### config.mk
export PLATFORM = sky130hd
export DESIGN_NAME = pipe_collision
export DESIGN_NICKNAME = d
export VERILOG_FILES = /design/src/rtl/pipe_collision.sv
export SDC_FILE = /design/constraint.sdc
export NUM_CORES = 1
export LEC_CHECK = 0
export BUFFER_PORTS_ARGS = -buffer_cell sky130_fd_sc_hd__buf_2
export CAP_MARGIN = 20
export CORE_MARGIN = 3
export CORE_UTILIZATION = 29
export DETAILED_ROUTE_END_ITERATION = 7
export PLACE_DENSITY = 0.57
export SLEW_MARGIN = 30
export SYNTH_ARGS = -nofsm -noshare
export SYNTH_HDL_FRONTEND = slang
export SYNTH_SLANG_ARGS = --single-unit
### constraint.sdc
create_clock -name Clk -period 5 [get_ports Clk]
set_input_delay 0.5 -clock Clk [delete_from_list [all_inputs] [get_ports Clk]]
set_output_delay 0.5 -clock Clk [all_outputs]
set_load 0.05 [all_outputs]
### src/rtl/pipe_collision.sv
`default_nettype none
// ============================================================================
// Module      : pipe_collision
// Description : Scrolls two pipe pairs right-to-left, tests the bird box
//               against both pipes every cycle and raises Collision (which
//               stops the physics stage). Counts pipes passed. Shares the
//               Initial/Run/Over Start/Ack handshake with the physics block.
//               Optional build macro: FLOOR_KILL_EN (bird touching the floor
//               row SCREEN_H is also a hit).
// Revision    : 1.0 - initial release
// ============================================================================
module pipe_collision #(
    parameter int          SCREEN_W     = 640,
    parameter int          SCREEN_H     = 480,
    parameter int          PIPE_W       = 40,
    parameter int          GAP_H        = 120,
    parameter int          PIPE_SPACING = 320,
    parameter int          SCROLL_STEP  = 2,
    parameter logic [9:0]  LFSR_SEED    = 10'h1A5
) (
    input  logic       Clk,
    input  logic       reset,
    input  logic       Start,
    input  logic       Ack,
    input  logic       Tick,
    input  logic [9:0] Bird_X_L,
    input  logic [9:0] Bird_X_R,
    input  logic [9:0] Bird_Y_T,
    input  logic [9:0] Bird_Y_B,
    output logic [9:0] Pipe0_X,
    output logic [9:0] Pipe1_X,
    output logic [9:0] Pipe0_GapT,
    output logic [9:0] Pipe1_GapT,
    output logic [7:0] Score,
    output logic       Collision,
    output logic       q_Initial,
    output logic       q_Run,
    output logic       q_Over
);

    // One-hot state encoding
    localparam logic [2:0] c_st_initial = 3'b001;
    localparam logic [2:0] c_st_run     = 3'b010;
    localparam logic [2:0] c_st_over    = 3'b100;

    // Geometry constants, widened to 11 bits so edge sums never wrap
    localparam logic [9:0]  c_x0_init   = 10'(SCREEN_W);
    localparam logic [9:0]  c_x1_init   = 10'(SCREEN_W + PIPE_SPACING);
    localparam logic [10:0] c_pipe_w    = 11'(PIPE_W);
    localparam logic [10:0] c_gap_h     = 11'(GAP_H);
    localparam logic [10:0] c_step      = 11'(SCROLL_STEP);
    localparam logic [10:0] c_respawn   = 11'(2 * PIPE_SPACING - SCROLL_STEP);
    localparam logic [10:0] c_screen_h  = 11'(SCREEN_H);
    localparam logic [9:0]  c_gap_base  = 10'd40;
    localparam logic [9:0]  c_gap_seed  = c_gap_base + {2'b00, LFSR_SEED[7:0]};

`ifdef FLOOR_KILL_EN
    localparam logic c_floor_kill = 1'b1;
`else
    localparam logic c_floor_kill = 1'b0;
`endif

    logic [2:0]       r_state;
    logic [9:0]       r_lfsr;
    logic [1:0][9:0]  r_pipe_x;
    logic [1:0][9:0]  r_gap_t;
    logic [7:0]       r_score;
    logic             r_collision;

    logic [9:0]       w_lfsr_next;
    logic [9:0]       w_gap_new;
    logic [1:0]       w_hit;
    logic [1:0]       w_pass;
    logic [1:0]       w_respawn;
    logic [1:0][9:0]  w_next_x;
    logic             w_floor;
    logic             w_hit_any;
    logic [1:0]       w_pass_cnt;
    logic [8:0]       w_score_sum;
    logic [7:0]       w_score_next;

    logic [10:0]      w_bxl;
    logic [10:0]      w_bxr;
    logic [10:0]      w_byt;
    logic [10:0]      w_byb;

    assign w_bxl = {1'b0, Bird_X_L};
    assign w_bxr = {1'b0, Bird_X_R};
    assign w_byt = {1'b0, Bird_Y_T};
    assign w_byb = {1'b0, Bird_Y_B};

    // Fibonacci LFSR x^10 + x^7 + 1, shifting towards the MSB
    assign w_lfsr_next = {r_lfsr[8:0], r_lfsr[9] ^ r_lfsr[6]};
    assign w_gap_new   = c_gap_base + {2'b00, r_lfsr[7:0]};

    // Per-pipe hit test, scroll/respawn position and pass detection
    generate
        for (genvar i = 0; i < 2; i++) begin : g_pipe
            logic [10:0] w_x;
            logic [10:0] w_right;
            logic [10:0] w_gap_top;
            logic [10:0] w_gap_bot;
            logic [10:0] w_nx;

            assign w_x       = {1'b0, r_pipe_x[i]};
            assign w_right   = w_x + c_pipe_w;
            assign w_gap_top = {1'b0, r_gap_t[i]};
            assign w_gap_bot = w_gap_top + c_gap_h;

            assign w_hit[i] = (w_bxr > w_x) && (w_bxl < w_right) &&
                              ((w_byt < w_gap_top) || (w_byb > w_gap_bot));

            assign w_respawn[i] = (w_x < c_step);
            assign w_nx         = w_respawn[i] ? (w_x + c_respawn) : (w_x - c_step);
            assign w_next_x[i]  = w_nx[9:0];

            // The trailing edge crosses the bird's left edge on this tick
            assign w_pass[i] = (w_right >= w_bxl) && ((w_nx + c_pipe_w) < w_bxl);
        end
    endgenerate

    assign w_floor   = (w_byb >= c_screen_h);
    assign w_hit_any = (|w_hit) || (c_floor_kill && w_floor);

    // Saturating score add; two passes on one tick add two
    assign w_pass_cnt   = {1'b0, w_pass[0]} + {1'b0, w_pass[1]};
    assign w_score_sum  = {1'b0, r_score} + {7'b0, w_pass_cnt};
    assign w_score_next = w_score_sum[8] ? 8'hFF : w_score_sum[7:0];

    // Game state: Start leaves Initial, a hit ends Run, Ack leaves Over
    always_ff @(posedge Clk) begin
        if (reset) begin
            r_state <= c_st_initial;
        end else begin
            case (r_state)
                c_st_initial: if (Start)     r_state <= c_st_run;
                c_st_run:     if (w_hit_any) r_state <= c_st_over;
                c_st_over:    if (Ack)       r_state <= c_st_initial;
                default:                     r_state <= c_st_initial;
            endcase
        end
    end

    // Free-running gap generator, advances in every state
    always_ff @(posedge Clk) begin
        if (reset) begin
            r_lfsr <= LFSR_SEED;
        end else begin
            r_lfsr <= w_lfsr_next;
        end
    end

    // Pipe positions, gaps, score and collision flag; a hit beats a tick
    always_ff @(posedge Clk) begin
        if (reset) begin
            r_pipe_x[0] <= c_x0_init;
            r_pipe_x[1] <= c_x1_init;
            r_gap_t[0]  <= c_gap_seed;
            r_gap_t[1]  <= c_gap_seed;
            r_score     <= 8'd0;
            r_collision <= 1'b0;
        end else begin
            case (r_state)
                c_st_run: begin
                    if (w_hit_any) begin
                        r_collision <= 1'b1;
                    end else if (Tick) begin
                        for (int i = 0; i < 2; i++) begin
                            r_pipe_x[i] <= w_next_x[i];
                            if (w_respawn[i]) begin
                                r_gap_t[i] <= w_gap_new;
                            end
                        end
                        r_score <= w_score_next;
                    end
                end
                c_st_over: begin
                    // Frozen until Ack, which reloads the Initial values
                    if (Ack) begin
                        r_pipe_x[0] <= c_x0_init;
                        r_pipe_x[1] <= c_x1_init;
                        r_gap_t[0]  <= w_gap_new;
                        r_gap_t[1]  <= w_gap_new;
                        r_score     <= 8'd0;
                        r_collision <= 1'b0;
                    end
                end
                default: begin
                    // Initial (and recovery from an illegal state)
                    r_pipe_x[0] <= c_x0_init;
                    r_pipe_x[1] <= c_x1_init;
                    r_gap_t[0]  <= w_gap_new;
                    r_gap_t[1]  <= w_gap_new;
                    r_score     <= 8'd0;
                    r_collision <= 1'b0;
                end
            endcase
        end
    end

    assign Pipe0_X    = r_pipe_x[0];
    assign Pipe1_X    = r_pipe_x[1];
    assign Pipe0_GapT = r_gap_t[0];
    assign Pipe1_GapT = r_gap_t[1];
    assign Score      = r_score;
    assign Collision  = r_collision;
    assign q_Initial  = r_state[0];
    assign q_Run      = r_state[1];
    assign q_Over     = r_state[2];

endmodule
`default_nettype wire

* Word level (Yosys, flattened, before mapping)
Cells that the tools add are included.
** Cells by class
- Add/sub/neg operators :: 13
- Order comparisons :: 14
- Eq/ne operators :: 10
- Muxes and demuxes :: 24
- Bitwise gates (word level) :: 1
- Reductions and logical operators :: 14
** Operators with widths (count)
- 2-to-1 mux 20 bit :: 6
- one-hot mux 20 bit (2 select lines) :: 2
- 2-to-1 mux 8 bit :: 4
- adder 10 x 10 -> 11 bit (second input constant) :: 2
- adder 10 x 6 -> 11 bit (second input constant) :: 2
- adder 10 x 7 -> 11 bit (second input constant) :: 2
- adder 11 x 6 -> 11 bit (second input constant) :: 2
- >= comparator 11 x 10 -> 1 bit :: 2
- > comparator 10 x 11 -> 1 bit :: 2
- < comparator 10 x 11 -> 1 bit :: 2
- < comparator 11 x 10 -> 1 bit :: 2
- 2-to-1 mux 11 bit :: 2
- subtractor 10 x 2 -> 11 bit (second input constant) :: 2
- > comparator 10 bit :: 2
- < comparator 10 bit :: 2
- < comparator 10 x 2 -> 1 bit (second input constant) :: 2
- 2-to-1 mux 10 bit :: 2
- one-hot mux 8 bit (2 select lines) :: 1
- != test 2 bit (second input constant) :: 7
- adder 6 x 8 -> 9 bit (first input constant) :: 1
- adder 8 x 2 -> 9 bit :: 1
- 2-to-1 mux 3 bit :: 3
- one-hot mux 3 bit (3 select lines) :: 1
- AND reduction 4 bit :: 2
- 12 further kinds :: 20
** Word-level totals
- Register bits :: 62
- Input port bits :: 45
- Output and inout bits :: 52
- Logic and storage cells :: 84

* Depth between registers and ports, before layout
- Word-level depth :: 11
- Depth in mapped cells :: 24
- Mapped depth without buffers :: 23

* Worst setup path after synthesis
No wires, ideal clock.
- Kind :: register to register
- From :: reg r_pipe_x, in the netlist Pipe0_X[3]
- To :: reg r_score[3] (netlist: Score[3])
- Library setup time :: 74 ps
- Arrival time :: 4988 ps
- Required time :: 4926 ps
- Path slack :: -62 ps
- Stages on the path, launching flop included :: 24
- Buffers on the path :: 1
- Clock period less this slack :: 5062 ps
- Cell sequence :: dfxtp_1 inv_1 ha_1 inv_1 o21ai_0 or3_1 clkbuf_1 nor3_1 a21o_1 nand3_1 xor2_1 ha_1 a211oi_1 a21oi_1 or3_1 fa_1 inv_1 ha_1 nand3_1 nor3_1 nand3_1 o21a_1 a21o_1 o21ai_0
** Between the ends
- Word-level cells in the longest chain between the ends :: 11
- Elaborated cells on any way between the ends :: 22
- Classes of those cells :: add/sub: 6; order compare: 5; eq/ne: 1; mux: 5; reduce/logical: 5
** RTL lines
- start: declaration :: line 65 : logic [1:0][9:0] r_pipe_x;
- start signal: indexed assignment :: line 169 : r_pipe_x[i] <= w_next_x[i];
- subtractor 10 x 2 -> 11 bit (tied with other cells) :: line 114 : assign w_nx = w_respawn[i] ? (w_x + c_respawn) : (w_x - c_step);
- 2-to-1 mux 11 bit :: line 114
- adder 11 x 6 -> 11 bit :: line 118 : assign w_pass[i] = (w_right >= w_bxl) && ((w_nx + c_pipe_w) < w_bxl);
- < comparator 11 x 10 -> 1 bit :: line 118
- logical AND 1 bit :: line 118
- adder 1 x 1 -> 2 bit :: line 126 : assign w_pass_cnt = {1'b0, w_pass[0]} + {1'b0, w_pass[1]};
- adder 8 x 2 -> 9 bit :: line 127 : assign w_score_sum = {1'b0, r_score} + {7'b0, w_pass_cnt};
- 2-to-1 mux 8 bit :: line 128 : assign w_score_next = w_score_sum[8] ? 8'hFF : w_score_sum[7:0];
- 2-to-1 mux 8 bit :: line 167 : end else if (Tick) begin
- 2-to-1 mux 8 bit :: line 165 : if (w_hit_any) begin
- one-hot mux 8 bit (2 select lines) :: line 163 : case (r_state)
- end signal: assignment :: line 174 : r_score <= w_score_next;
- end: declaration :: line 67 : logic [7:0] r_score;
Several ways; a longest one is shown, not always the timed one. The select of a mux whose other input is x is not followed.
A chain may end at the register's enable or synchronous reset.

* Worst setup path after layout
- From :: reg r_pipe_x, in the netlist Pipe0_X[3]
- To :: reg r_score[7] (netlist: Score[7])
Same word-level chain as after synthesis.

==> impl_metrics.env <==
export IMPL_min_delay_path_class="reg -> reg"
export IMPL_grt_max_degree=44
export IMPL_dr_pass1_iters=4
export IMPL_clockRootBuffer="clkbuf_16"
export IMPL_post_cts_resized=0
export IMPL_yosysMostFrequentCell="ha_1"
export IMPL_cts_num_sinks=58
export IMPL_routed_top_layer="met4"
export IMPL_worstSetupPathType="reg -> reg"
export IMPL_reg2reg_slack_ns=0.34
export IMPL_syn_to_final_growth_pct=17.82
export IMPL_finalClockSkew_ns=0.01068
export IMPL_fp_dieW_um=144.0
export IMPL_fmax_mhz=214.7
export IMPL_grt_overflow=0
export IMPL_ant_nets=0
export IMPL_setup_viol=0
export IMPL_synth_edff_count=0
export IMPL_synth_seq_cells=58
export IMPL_worst_setup_path_end_kind="flop"
export IMPL_multiInputGateArea_um2=4009
export IMPL_route_met2_wl_um=6868
export IMPL_fillers=1937
export IMPL_powerDensity_nw_per_um2=219.4
export IMPL_worst_pin_slew_ns=0.7987
export IMPL_synthCells=651
export IMPL_path_buf_inv=5
export IMPL_tritoncts="done"
export IMPL_yosysSeqAreaShare=0.2101
export IMPL_cts_buffers=9
export IMPL_core_area_um2=18330
export IMPL_grt_pass1_wl_um=24920
export IMPL_clk_pin_slew_ns=0.05
export IMPL_hold_buffers=0
export IMPL_grt_pass1_vias=4726
export IMPL_irDropWorstVdd_v=0.0001138
export IMPL_syn_cell_area_um2=5527
export IMPL_wire_per_inst_um=15.65
export IMPL_slew_headroom=0.4656
export IMPL_arrival_ns=4.93
export IMPL_initial_utilization=0.3015
export IMPL_final_util=0.3552
export IMPL_dp_final_hpwl_um=12470
export IMPL_hold_viol_final=0
export IMPL_reg2regPathDepth=22
export IMPL_holdPathStages=1
export IMPL_synth_yosys_warnings=0
export IMPL_max_stage_delay_ns=0.42
export IMPL_gp_routability_congestion=0.8850
export IMPL_setup_slack_ns=0.3424
export IMPL_grt_antenna_before_repair=0
export IMPL_cts_setup_buffers=0
export IMPL_async_flop_share=0
export IMPL_place_ws_ns=0.2301
export IMPL_cp_common_cell="inv_1"
export IMPL_cp_start_kind="flop"
export IMPL_drt_total_wl_um=15220
export IMPL_min_period_ns=4.658
export IMPL_portBuffers=92
export IMPL_synth_top_cell_by_area="ha_1"
export IMPL_dieArea_um2=20750
export IMPL_first_iter_violations=257
export IMPL_routed_via_count=4863
export IMPL_ys_types=65
export IMPL_antenna_cells=0
export IMPL_register_area_um2=1164
export IMPL_wl_met3_um=694
export IMPL_wl_met1_um=7371
export IMPL_synth_top_area_frac=0.2355
export IMPL_die_h_um=144.0
export IMPL_viasPerCell=5.003
export IMPL_io_pins=97
export IMPL_htree_levels=3
export IMPL_ys_top_cells_by_area="ha_1 (24%), dfxtp_1 (21%), xnor2_1 (5.2%), inv_1 (4.7%), o21ai_0 (3.4%)"
export IMPL_crit_chain="inv_1 > ha_1 > inv_1 > o21ai_0 > or3_4 > nor3_1 > a21o_1 > nand3_1 > xor2_1 > ha_1 > a211oi_1 > a21oi_1 > or3_1 > fa_1 > inv_1 > ha_1 > nand3_1 > nor3_2 > buf_4 > inv_1 > a31o_2 > a21oi_2"
export IMPL_final_nets=888
export IMPL_critical_path_max_fanout=6
export IMPL_slowest_stage="or3_4"
export IMPL_insertion_delay_ns=0.34
export IMPL_p_leak_nw=2.951
export IMPL_path_delay_family="simple AND/OR/NAND/NOR gates"
export IMPL_outcome="complete, no violations"
export IMPL_syn_mean_instance_area_um2=8.489
export IMPL_yosys_top_cells_count="ha_1 (104), inv_1 (69), dfxtp_1 (58)"
export IMPL_critical_path_depth=22
export IMPL_grt_use_total=0.1515
export IMPL_synth_main_ff_cell="dfxtp_1"
export IMPL_total_power_mw=1.428
export IMPL_cts_path_max_buffers=2
export IMPL_route_detailed_drc=0
export IMPL_drive_above_1_share=0.2059
export IMPL_worstPathRequired_ns=5.27
export IMPL_slew_violations=0
export IMPL_finalCritPeriodShare=0.9315
export IMPL_row_count=49
export IMPL_maxCapViolCount=0
## sequential cells by signal (all words and copies together), names as in the netlist
signal,count
Score,8
Pipe0_X,9
Pipe1_GapT,9
Pipe0_GapT,9
r_lfsr,10
Pipe1_X,9
Collision,1
r_state,3
## worst register-to-register path: cells and delay by family (launching register included)
| kind | cells | cell delay [ns] |
|---|---|---|
| AOI/OAI and AO/OA | 6 | 1.03 |
| xor gates and xnor gates | 1 | 0.19 |
| adders and majority gates | 4 | 1.09 |
| buffers and inverters | 5 | 0.46 |
| DFF | 1 | 0.36 |
| and+or+nand+nor | 6 | 1.49 |
## layout make-up
type | instances | area share
Tap cell | 229 | 0.04400
Inverter | 71 | 0.04093
Multi-Input combinational cell | 500 | 0.6157
Timing Repair Buffer | 98 | 0.07763
Clock buffer | 10 | 0.03670
Sequential cell | 58 | 0.1787
Clock inverter | 6 | 0.006341
## metal layers
layer / GRT usage / vias up
li1: - / 2510
met1: 0.2103 / 2248
met2: 0.2359 / 92
met3: 0.02712 / 13
met4: 0.05401 / 0
met5: 0 / -
## cell families (layout without fill, tap and decap cells)
group | count (synthesis) | after routing | synth area share
XOR/XNOR | 37 | 37 | 0.05864
AND/OR/NAND/NOR | 162 | 162 | 0.1515
adder cells (fa/ha/maj) | 105 | 105 | 0.2391
multiplexers | 20 | 20 | 0.03894
other | 1 | 4 | 0.0006785
buffers and inverters | 96 | 185 | 0.07131
flip-flops | 58 | 58 | 0.2101
AO/OA/AOI/OAI | 172 | 172 | 0.2298
## where the power goes
part           switching [mW]  internal, mW  leakage, nW
Sequential             0.0238         0.482        0.476
Clock                   0.232         0.348        0.131
Combinational           0.207         0.136         2.34
## through the flow
| step | setup TNS (ns) | hold slack [ns] | area, µm² | instances |
|---|---|---|---|---|
| 4_1_cts | 0 | 0.4482 | 6485 | 972 |
| 6_report | 0 | 0.4428 | 6511 | 972 |
| 5_1_grt | -0.07767 | 0.4678 | 6511 | 972 |
| 3_3_place_gp | 0 | 0.4229 | 6205 | 956 |
| 2_1_floorplan | 0 | 0.4138 | 5540 | 654 |
| 3_5_place_dp | 0 | 0.4412 | 6205 | 956 |
## layout by cell type (no fill, tap or decap), drive strengths merged, types with 8 or more instances in the layout
master,synthesis,routed
dfxtp,58,58
ha,104,104
a21o,20,20
o22ai,8,8
inv,71,72
nor2,40,40
o21a,17,17
o21ai,37,37
xnor2,33,33
nor2b,12,12
nand4,13,13
nor3,17,17
nand2b,17,17
a21oi,36,36
clkbuf,16,10
nand3,13,13
mux2i,18,18
nand2,22,22
a211oi,10,10
buf,9,98
## path summary, 6_finish.rpt
path                           startpoint                    end
setup / recovery  Pipe0_X[3]$_SDFFE_PP0P_  Score[7]$_SDFFE_PP0P_
hold / removal       r_lfsr[1]$_SDFF_PP0_   r_lfsr[2]$_SDFF_PP1_
setup reg to reg  Pipe0_X[3]$_SDFFE_PP0P_  Score[7]$_SDFFE_PP0P_
hold reg to reg      r_lfsr[1]$_SDFF_PP0_   r_lfsr[2]$_SDFF_PP1_
Note: power is estimated with default switching activity, not from simulation.
